==> src/rtl/exe_muldiv_stage.sv <==
// exe_muldiv_stage
//   Multi-cycle execute unit for the RISC-V M extension. Accepts one op at a
//   time over a valid/ready handshake, computes it on unsigned magnitudes,
//   applies the result sign at the end, and holds the result for MEM until
//   out_ready. A flush kills whatever is in flight.
// Ports
//   clk, reset                 clock, asynchronous active-high reset
//   in_valid / in_ready        issue handshake from ID
//   in_op                      000 MUL .. 111 REMU
//   in_src1, in_src2           bypassed operands
//   in_pc, in_wreg_index/_en   carried through to the output
//   flush                      kill op in flight, blocks accept this cycle
//   out_valid / out_ready      result handshake to MEM
//   out_result, out_pc,
//   out_wreg_index/_en         result and carried fields
//   busy                       unit not idle (hazard logic)
//   md_bypass                  {out_result, out_wreg_index, out_wreg_en & out_valid}
module exe_muldiv_stage #(
  parameter int unsigned XLEN        = 32,
  parameter int unsigned MUL_LATENCY = 1,
  parameter int unsigned IDX_W       = 5
) (
  input  logic                  clk,
  input  logic                  reset,
  input  logic                  in_valid,
  output logic                  in_ready,
  input  logic [2:0]            in_op,
  input  logic [XLEN-1:0]       in_src1,
  input  logic [XLEN-1:0]       in_src2,
  input  logic [XLEN-1:0]       in_pc,
  input  logic [IDX_W-1:0]      in_wreg_index,
  input  logic                  in_wreg_en,
  input  logic                  flush,
  output logic                  out_valid,
  input  logic                  out_ready,
  output logic [XLEN-1:0]       out_result,
  output logic [XLEN-1:0]       out_pc,
  output logic [IDX_W-1:0]      out_wreg_index,
  output logic                  out_wreg_en,
  output logic                  busy,
  output logic [XLEN+IDX_W:0]   md_bypass
);

  localparam int unsigned     CntW    = $clog2(XLEN) + 1;
  localparam logic [CntW-1:0] CntLast = CntW'(XLEN);
  localparam logic [XLEN-1:0] MinVal  = {1'b1, {(XLEN-1){1'b0}}};

  typedef enum logic [1:0] {StIdle, StMul, StDiv, StDone} state_e;

  state_e              r_state;
  logic [2:0]          r_op;
  logic [XLEN-1:0]     r_a;         // |src1|: multiplicand
  logic [XLEN-1:0]     r_b;         // |src2|: multiplier / divisor
  logic [2*XLEN-1:0]   r_acc;       // mul: {partial, multiplier}; div: {remainder, quotient}
  logic [CntW-1:0]     r_cnt;
  logic                r_neg;       // product / quotient sign
  logic                r_rneg;      // remainder sign (dividend sign)
  logic                r_fast;      // div-by-zero or overflow: r_acc already holds the answer
  logic [XLEN-1:0]     r_out_result;
  logic [XLEN-1:0]     r_out_pc;
  logic [IDX_W-1:0]    r_out_idx;
  logic                r_out_en;

  // Operand decode at issue
  logic            w_accept, w_is_div, w_s1_signed, w_s2_signed, w_s1_neg, w_s2_neg;
  logic            w_div_zero, w_div_ovf;
  logic [XLEN-1:0] w_abs1, w_abs2;

  assign in_ready    = (r_state == StIdle) | ((r_state == StDone) & out_ready);
  assign w_accept    = in_valid & in_ready & ~flush;
  assign w_is_div    = in_op[2];
  // MULH and MULHSU treat src1 as signed; only MULH treats src2 as signed.
  assign w_s1_signed = w_is_div ? ~in_op[0] : (in_op[1] ^ in_op[0]);
  assign w_s2_signed = w_is_div ? ~in_op[0] : (~in_op[1] & in_op[0]);
  assign w_s1_neg    = w_s1_signed & in_src1[XLEN-1];
  assign w_s2_neg    = w_s2_signed & in_src2[XLEN-1];
  assign w_abs1      = w_s1_neg ? ('0 - in_src1) : in_src1;
  assign w_abs2      = w_s2_neg ? ('0 - in_src2) : in_src2;
  assign w_div_zero  = (in_src2 == '0);
  assign w_div_ovf   = ~in_op[0] & (in_src1 == MinVal) & (in_src2 == '1);

  // One shift-add multiply step: add multiplicand when the low multiplier bit is set.
  logic [XLEN:0]     w_mul_sum;
  logic [2*XLEN-1:0] w_mul_next, w_mul_fast, w_mul_mag, w_mul_prod;
  logic [XLEN-1:0]   w_mul_res;
  logic              w_mul_finish;

  assign w_mul_sum    = {1'b0, r_acc[2*XLEN-1:XLEN]} + ({(XLEN+1){r_acc[0]}} & {1'b0, r_a});
  assign w_mul_next   = {w_mul_sum, r_acc[XLEN-1:1]};
  assign w_mul_fast   = {{XLEN{1'b0}}, r_a} * {{XLEN{1'b0}}, r_b};
  assign w_mul_mag    = (MUL_LATENCY != 0) ? w_mul_fast : r_acc;
  assign w_mul_prod   = r_neg ? ('0 - w_mul_mag) : w_mul_mag;
  assign w_mul_res    = (r_op[1:0] == 2'b00) ? w_mul_prod[XLEN-1:0] : w_mul_prod[2*XLEN-1:XLEN];
  assign w_mul_finish = (MUL_LATENCY != 0) || (r_cnt == CntLast);

  // One restoring-division step; bit XLEN of the trial difference is the borrow.
  logic [XLEN:0]     w_div_shift, w_div_trial;
  logic [2*XLEN-1:0] w_div_next;
  logic [XLEN-1:0]   w_quot, w_rem, w_div_res;
  logic              w_div_finish;

  assign w_div_shift  = {r_acc[2*XLEN-1:XLEN], r_acc[XLEN-1]};
  assign w_div_trial  = w_div_shift - {1'b0, r_b};
  assign w_div_next   = w_div_trial[XLEN] ? {w_div_shift[XLEN-1:0], r_acc[XLEN-2:0], 1'b0}
                                          : {w_div_trial[XLEN-1:0], r_acc[XLEN-2:0], 1'b1};
  assign w_quot       = (r_neg & ~r_fast) ? ('0 - r_acc[XLEN-1:0]) : r_acc[XLEN-1:0];
  assign w_rem        = (r_rneg & ~r_fast) ? ('0 - r_acc[2*XLEN-1:XLEN])
                                           : r_acc[2*XLEN-1:XLEN];
  assign w_div_res    = r_op[1] ? w_rem : w_quot;
  assign w_div_finish = r_fast || (r_cnt == CntLast);

  always_ff @(posedge clk or posedge reset) begin
    if (reset) begin
      r_state      <= StIdle;
      r_op         <= '0;
      r_a          <= '0;
      r_b          <= '0;
      r_acc        <= '0;
      r_cnt        <= '0;
      r_neg        <= 1'b0;
      r_rneg       <= 1'b0;
      r_fast       <= 1'b0;
      r_out_result <= '0;
      r_out_pc     <= '0;
      r_out_idx    <= '0;
      r_out_en     <= 1'b0;
    end else if (flush) begin
      r_state <= StIdle;
    end else if (w_accept) begin
      r_op      <= in_op;
      r_a       <= w_abs1;
      r_b       <= w_abs2;
      r_neg     <= w_s1_neg ^ w_s2_neg;
      r_rneg    <= w_s1_neg;
      r_cnt     <= '0;
      r_fast    <= w_is_div & (w_div_zero | w_div_ovf);
      r_out_pc  <= in_pc;
      r_out_idx <= in_wreg_index;
      r_out_en  <= in_wreg_en;
      if (!w_is_div)       r_acc <= {{XLEN{1'b0}}, w_abs2};
      else if (w_div_zero) r_acc <= {in_src1, {XLEN{1'b1}}};
      else if (w_div_ovf)  r_acc <= {{XLEN{1'b0}}, MinVal};
      else                 r_acc <= {{XLEN{1'b0}}, w_abs1};
      r_state   <= w_is_div ? StDiv : StMul;
    end else begin
      case (r_state)
        StMul: begin
          if (w_mul_finish) begin
            r_out_result <= w_mul_res;
            r_state      <= StDone;
          end else begin
            r_acc <= w_mul_next;
            r_cnt <= r_cnt + CntW'(1);
          end
        end
        StDiv: begin
          if (w_div_finish) begin
            r_out_result <= w_div_res;
            r_state      <= StDone;
          end else begin
            r_acc <= w_div_next;
            r_cnt <= r_cnt + CntW'(1);
          end
        end
        StDone: begin
          if (out_ready) r_state <= StIdle;
        end
        default: ;
      endcase
    end
  end

  assign out_valid      = (r_state == StDone);
  assign out_result     = r_out_result;
  assign out_pc         = r_out_pc;
  assign out_wreg_index = r_out_idx;
  assign out_wreg_en    = r_out_en;
  assign busy           = (r_state != StIdle);
  assign md_bypass      = {r_out_result, r_out_idx, r_out_en & out_valid};

endmodule
==> config.mk <==
export PLATFORM = sky130hd
export DESIGN_NAME = exe_muldiv_stage
export DESIGN_NICKNAME = d
export VERILOG_FILES = /design/src/rtl/exe_muldiv_stage.sv
export SDC_FILE = /design/constraint.sdc
export NUM_CORES = 2
export LEC_CHECK = 0
export CELL_PAD_IN_SITES_DETAIL_PLACEMENT = 1
export CELL_PAD_IN_SITES_GLOBAL_PLACEMENT = 2
export CORE_AREA = 5 5 361 363
export CTS_CLUSTER_SIZE = 24
export DETAILED_ROUTE_END_ITERATION = 10
export DIE_AREA = 0 0 366 368
export PLACE_DENSITY_LB_ADDON = 0.1
export SLEW_MARGIN = 20
export SYNTH_ARGS = -nofsm -noshare
export SYNTH_HDL_FRONTEND = slang
export SYNTH_SLANG_ARGS = --single-unit
==> constraint.sdc <==
create_clock -name clk -period 9.6 [get_ports clk]
set_clock_uncertainty 0.1 [all_clocks]
set_input_delay 1.92 -clock clk [delete_from_list [all_inputs] [get_ports clk]]
set_output_delay 1.92 -clock clk [all_outputs]
set_load 0.05 [all_outputs]
Word level (Yosys, flattened, before mapping)
Index checks and enable logic that the tools add are counted.

Register bits: 211. Bits in latches: 0. RAM bits: 0. ROM bits: 0. Bits of input ports: 110. Output and inout port bits: 111. Word-level logic and storage cells: 91. Memories: 0.

Add/sub/neg operators: 7. Multiply operators: 1. Div/mod/pow operators: 0. $lt $le $gt $ge: 0. Equality and inequality tests: 10. Shift operators: 0. Mux-type cells: 27. Bitwise gates (word level): 21. Reductions and logical operators: 12.

Operators with widths (count): $mux W64 (7); $mux W32 (8); $sub A1 B32 Y32 const A (4); $eq A32 B32 Y1 const B (2); $mul A32 B32 Y64 (1); $pmux W32 S2 (1); $sub A1 B64 Y64 const A (1); $sub A33 B32 Y33 (1); $logic_not A32 Y1 (1); $mux W6 (3); $and A1 B1 Y1 (12); $mux W2 (5); $add A6 B1 Y6 const B (1); $eq A6 B6 Y1 const B (1); $pmux W2 S3 (1); $reduce_and A3 Y1 (2); $reduce_bool A2 Y1 (3); $not A1 Y1 (5); $reduce_bool A5 Y1 (1); $eq A2 B2 Y1 const B (2); $logic_not A2 Y1 (2); $ne A2 B2 Y1 const B (2); $ne A4 B2 Y1 const B (1); $ne A4 B4 Y1 const B (1); 7 further kinds (10).

Logic depth before layout (Yosys ltp)
Depth after elaboration: 8. Mapped depth: 34. Gate-level depth less buffers: 31.

Worst setup path before layout
No wires, ideal clock.

Path type: reg-to-reg. From: register r_a[16]. To: register r_out_result[23], in the netlist out_result[23]. Arrival time: 8331 ps. Path slack: 1048 ps. Stages on the path, launching flop included: 32. Buffers on the path: 3. Cell sequence: dfrtp_1 -> buf_1 -> and2_1 -> fa_1 -> inv_1 -> fa_1 -> fa_1 -> fa_1 -> inv_1 -> fa_1 -> inv_1 -> fa_1 -> inv_1 -> fa_1 -> inv_1 -> fa_1 -> inv_1 -> ha_1 -> nand4_1 -> a2111oi_0 -> o21ai_1 -> a21o_1 -> xor2_1 -> o211ai_1 -> or4b_1 -> buf_6 -> nand4b_4 -> buf_6 -> nor3_1 -> mux2_1 -> o21ai_1 -> nand2_1.

Word-level cells in the longest chain between the ends: 5.

Ends and longest elaborated chain: start, declared (line 52) `logic [XLEN-1:0] r_a;`; start signal, assigned (line 131) `r_a <= w_abs1;`; $mul A32 B32 Y64 * (line 90) `assign w_mul_fast = {{XLEN{1'b0}}, r_a} * {{XLEN{1'b0}}, r_b};`; $sub A1 B64 Y64 (line 92) `assign w_mul_prod = r_neg ? ('0 - w_mul_mag) : w_mul_mag;`; $mux W64 * (line 92); $mux W32 * (line 93) `assign w_mul_res = (r_op[1:0] == 2'b00) ? w_mul_prod[XLEN-1:0] : w_mul_prod[2*XLEN-1:XLEN];`; $pmux W32 S2 * (line 146) `case (r_state)`; end signal, assigned (line 149) `r_out_result <= w_mul_res;`; end signal, assigned (line 158) `r_out_result <= w_div_res;`; end, declared (line 59) `logic [XLEN-1:0] r_out_result;`.

Every way passes the cells marked *; elsewhere a longest branch is shown, timed or not. A chain may end at the register's enable or synchronous reset.

Final worst setup path
From: register r_a[27]. To: register r_out_result[29], in the netlist out_result[29].

The elaborated chain is that of the path after synthesis.

==> metrics <==
R2R Setup Slk ~240 ps; CP most frequent cell fa_1; CTS tree built; crit start category flop; min Tclk post-route approximately 9400 ps; gpl congestion roughly 0.94; DR WL/cell 25.03 um; number of nets in the layout 7376; WHS Path Cells 2; actual slew at the worst max-slew pin around 1100 ps; count of final hold-check violations 0; Hold Startpoint out_pc[5]; Die Y between 300 and 400 um; Detailed Place HPWL 157.5 mm; via count around 42000; Hold Crit Class flop to flop; fmax 106.9 MHz; CTS Buf Count 34; htree depth 2; max cap viols 0; CTS root buf clkbuf_16; Seq/Total Area, Yosys approximately a tenth; antenna violation net count after detailed routing 0; DRC Markers 0; Clk Latency, worst-skew pair 590 ps; Top FF cell, synth dfrtp_1; synth unique cells between 90 and 100; largest net degree at the start of global routing approximately 110; number of I/O pins 221; final max-slew violation count 0; register bit count reported by yosys roughly 210; Synth Warn # 0; CP Max Fanout 16; GRT overflow 0; Core ar. 0.1267 mm^2; Layout fillers 14995; number of synthesized flops with an enable pin 0; worst hold slack 368.9 ps; hold buffers post-CTS 0; clk sinks approximately 210; Slowest-stage cell, CP dfrtp_1; crit end category flop; crit-path max cell delay around 700 ps; Core Rows between 100 and 150; post-synthesis cell area ~0.05 mm^2; R2R cell count 28; Crit Reg-Reg Endpoint out_result[29]; chip width ~370 um; Avg Vias per Cell 5.480; drt first pass iters 6; Area growth, synth to finish 12.55%; Clock Pin Slew Worst Setup and Hold Paths 60 ps; initial antenna violation count 7; unrepaired setup endpoints after global routing true; Syn Inst Count 5953; I/O Buffers 220; critical path data required time 9940 ps; reg2reg start r_a[27]; share of post-route cells with drive strength above 1 under 10%; Tot GR Track Use 28.79%; drt total wl between 150 and 200 mm; final setup violating endpoints 0; vias in the first global route between 40000 and 50000; status finished, final reports clean; critical path class flop to flop; fin crit share slightly below 100%; global-route wire length before repair about 300 mm; Synthesized Nets a little over 7000; Worst slew margin 23.55%; Die ar. roughly 0.13 mm^2; drt initial violations between 2000 and 3000; Post-Syn Area per Cell between 8 and 9 um^2; Worst EP arrival between 9000 and 10000 ps; hold worst-path end out_pc[5]; Synth async-reset ratio 100.0%; Longest Clk Path Bufs 3; Initial Util about two fifths
==> flip-flops by register name, summed over array words and instances (netlist names) <==
signal and cells:
r_cnt 6, out_result 32, r_rneg 1, r_state 2
out_wreg_en 1, r_op 2, r_a 32, r_neg 1
out_wreg_index 5, out_pc 32, r_fast 1, r_acc 64
r_b 32
==> layer usage <==
layer | wire [um] | GRT usage [%]
met5 | 47 | 0
met4 | 4551 | 6.191
met3 | 10390 | 3.839
met2 | 90530 | 47.63
met1 | 88540 | 40.59
==> critical path: cells and delay by family, from the launching register on <==
kind,cells,cell delay (ps)
AO/OA/AOI/OAI,10,2660
AND/OR/NAND/NOR,2,330
flip-flops,1,710
buffers and inverters,5,750
adder cells (fa/ha/maj),9,4250
XOR/XNOR,2,360
==> cell families after synthesis <==
group                    share of synthesized area, %
multiplexers                                   0.4491
AND/OR/NAND/NOR                                 20.12
buffers and inverters                           10.45
XOR/XNOR                                        3.825
flip-flops                                      10.53
AO/OA/AOI/OAI                                   11.13
adder cells (fa/ha/maj)                         43.49
==> cells in the mapped netlist (25+ instances only) <==
master / instances / area, um^2
nor3_1: 67 / 335.3
a21oi_1: 237 / 1186
and2_1: 588 / 3679
nand3_1: 68 / 340.3
clkbuf_1: 318 / 1194
buf_4: 37 / 277.8
ha_1: 308 / 3854
a21o_1: 56 / 420.4
nand4_1: 38 / 237.7
fa_1: 897 / 17960
dfrtp_1: 211 / 5280
inv_1: 964 / 3618
o211ai_1: 28 / 210.2
o31ai_1: 31 / 232.7
a31oi_1: 39 / 244.0
nor4_1: 26 / 162.7
xnor2_1: 118 / 1033
xor2_1: 101 / 884.6
nand2_1: 905 / 3397
o21a_1: 25 / 187.7
a211oi_1: 31 / 232.7
nor2_1: 212 / 795.8
and3_1: 41 / 256.5
o21ai_0: 240 / 1201
==> stage by stage <==
step           instance area, um^2  setup TNS (ps)  instances  utilization (%)  setup WS, ps
6_report                     56440               0       7754            44.55         242.7
5_1_grt                      56420          -74.69       7746            44.53        -42.54
4_1_cts                      56270               0       7742            44.41         26.01
3_5_place_dp                 55120          -278.6       7683            43.50        -233.7
3_3_place_gp                 55110          -559.8       7683            43.49        -557.5
2_1_floorplan                50150               0       5953                -          1048
==> placed cells by master, fill, tap and decap left out, types with 10 or more instances in the layout <==
cell type	netlist	routed
and2_1	588	588
o21ai_1	22	25
fa_1	897	897
o221ai_1	11	11
o211ai_1	28	28
xor2_1	101	100
dfrtp_1	211	195
inv_1	964	963
o21a_1	25	25
o31ai_1	31	31
buf_12	0	41
or3_1	24	23
nor4_1	26	24
o21bai_1	10	10
a21o_1	56	55
o21ai_0	240	237
nand3_1	68	68
buf_4	37	195
ha_1	308	304
a21oi_1	237	234
nand2b_1	23	23
a31oi_1	39	38
nor3_1	67	64
nor2b_1	13	13
and3_1	41	41
or4_1	13	13
mux2i_1	18	18
nand2_1	905	905
clkbuf_16	0	35
nor2_1	212	209
a211oi_1	31	29
nand4_1	38	38
a221oi_1	11	10
o41ai_1	16	16
clkdlybuf4s50_1	0	220
dfrtp_2	0	14
xnor2_1	118	116
==> worst max path at each step <==
stage | from | slack [ps] | depth (start not counted) | to
global route | r_a[20] | -40 | 30 | out_result[1]
global placement | r_b[7] | -560 | 31 | out_result[18]
finish | r_a[27] | 240 | 28 | out_result[29]
detailed placement | r_b[7] | -230 | 31 | out_result[18]
CTS | r_b[12] | 30 | 29 | out_result[29]
floorplan | r_a[16] | 1050 | 31 | out_result[23]
==> cell type report <==
class / instances / area [um^2] / share of cell area, %
Multi-Input combinational cell: 4393 / 39780 / 70.49
Sequential cell: 211 / 5305 / 9.399
Timing Repair Buffer: 456 / 4487 / 7.949
Inverter: 965 / 3630 / 6.431
Tap cell: 1662 / 2079 / 3.684
Clock buffer: 50 / 1012 / 1.793
Clock inverter: 9 / 123.9 / 0.2195
Antenna cell: 8 / 20.02 / 0.03547
==> what timing repair did <==
item | CTS | global route
buffers inserted | 0 | 4
gates resized for setup | 5 | 36
pin swaps | 0 | 6
setup endpoints to repair | 5 | 31
Power is left out: the tool's default activity adds up to more than one toggle a clock period on the data nets, which glitch-free logic cannot reach.
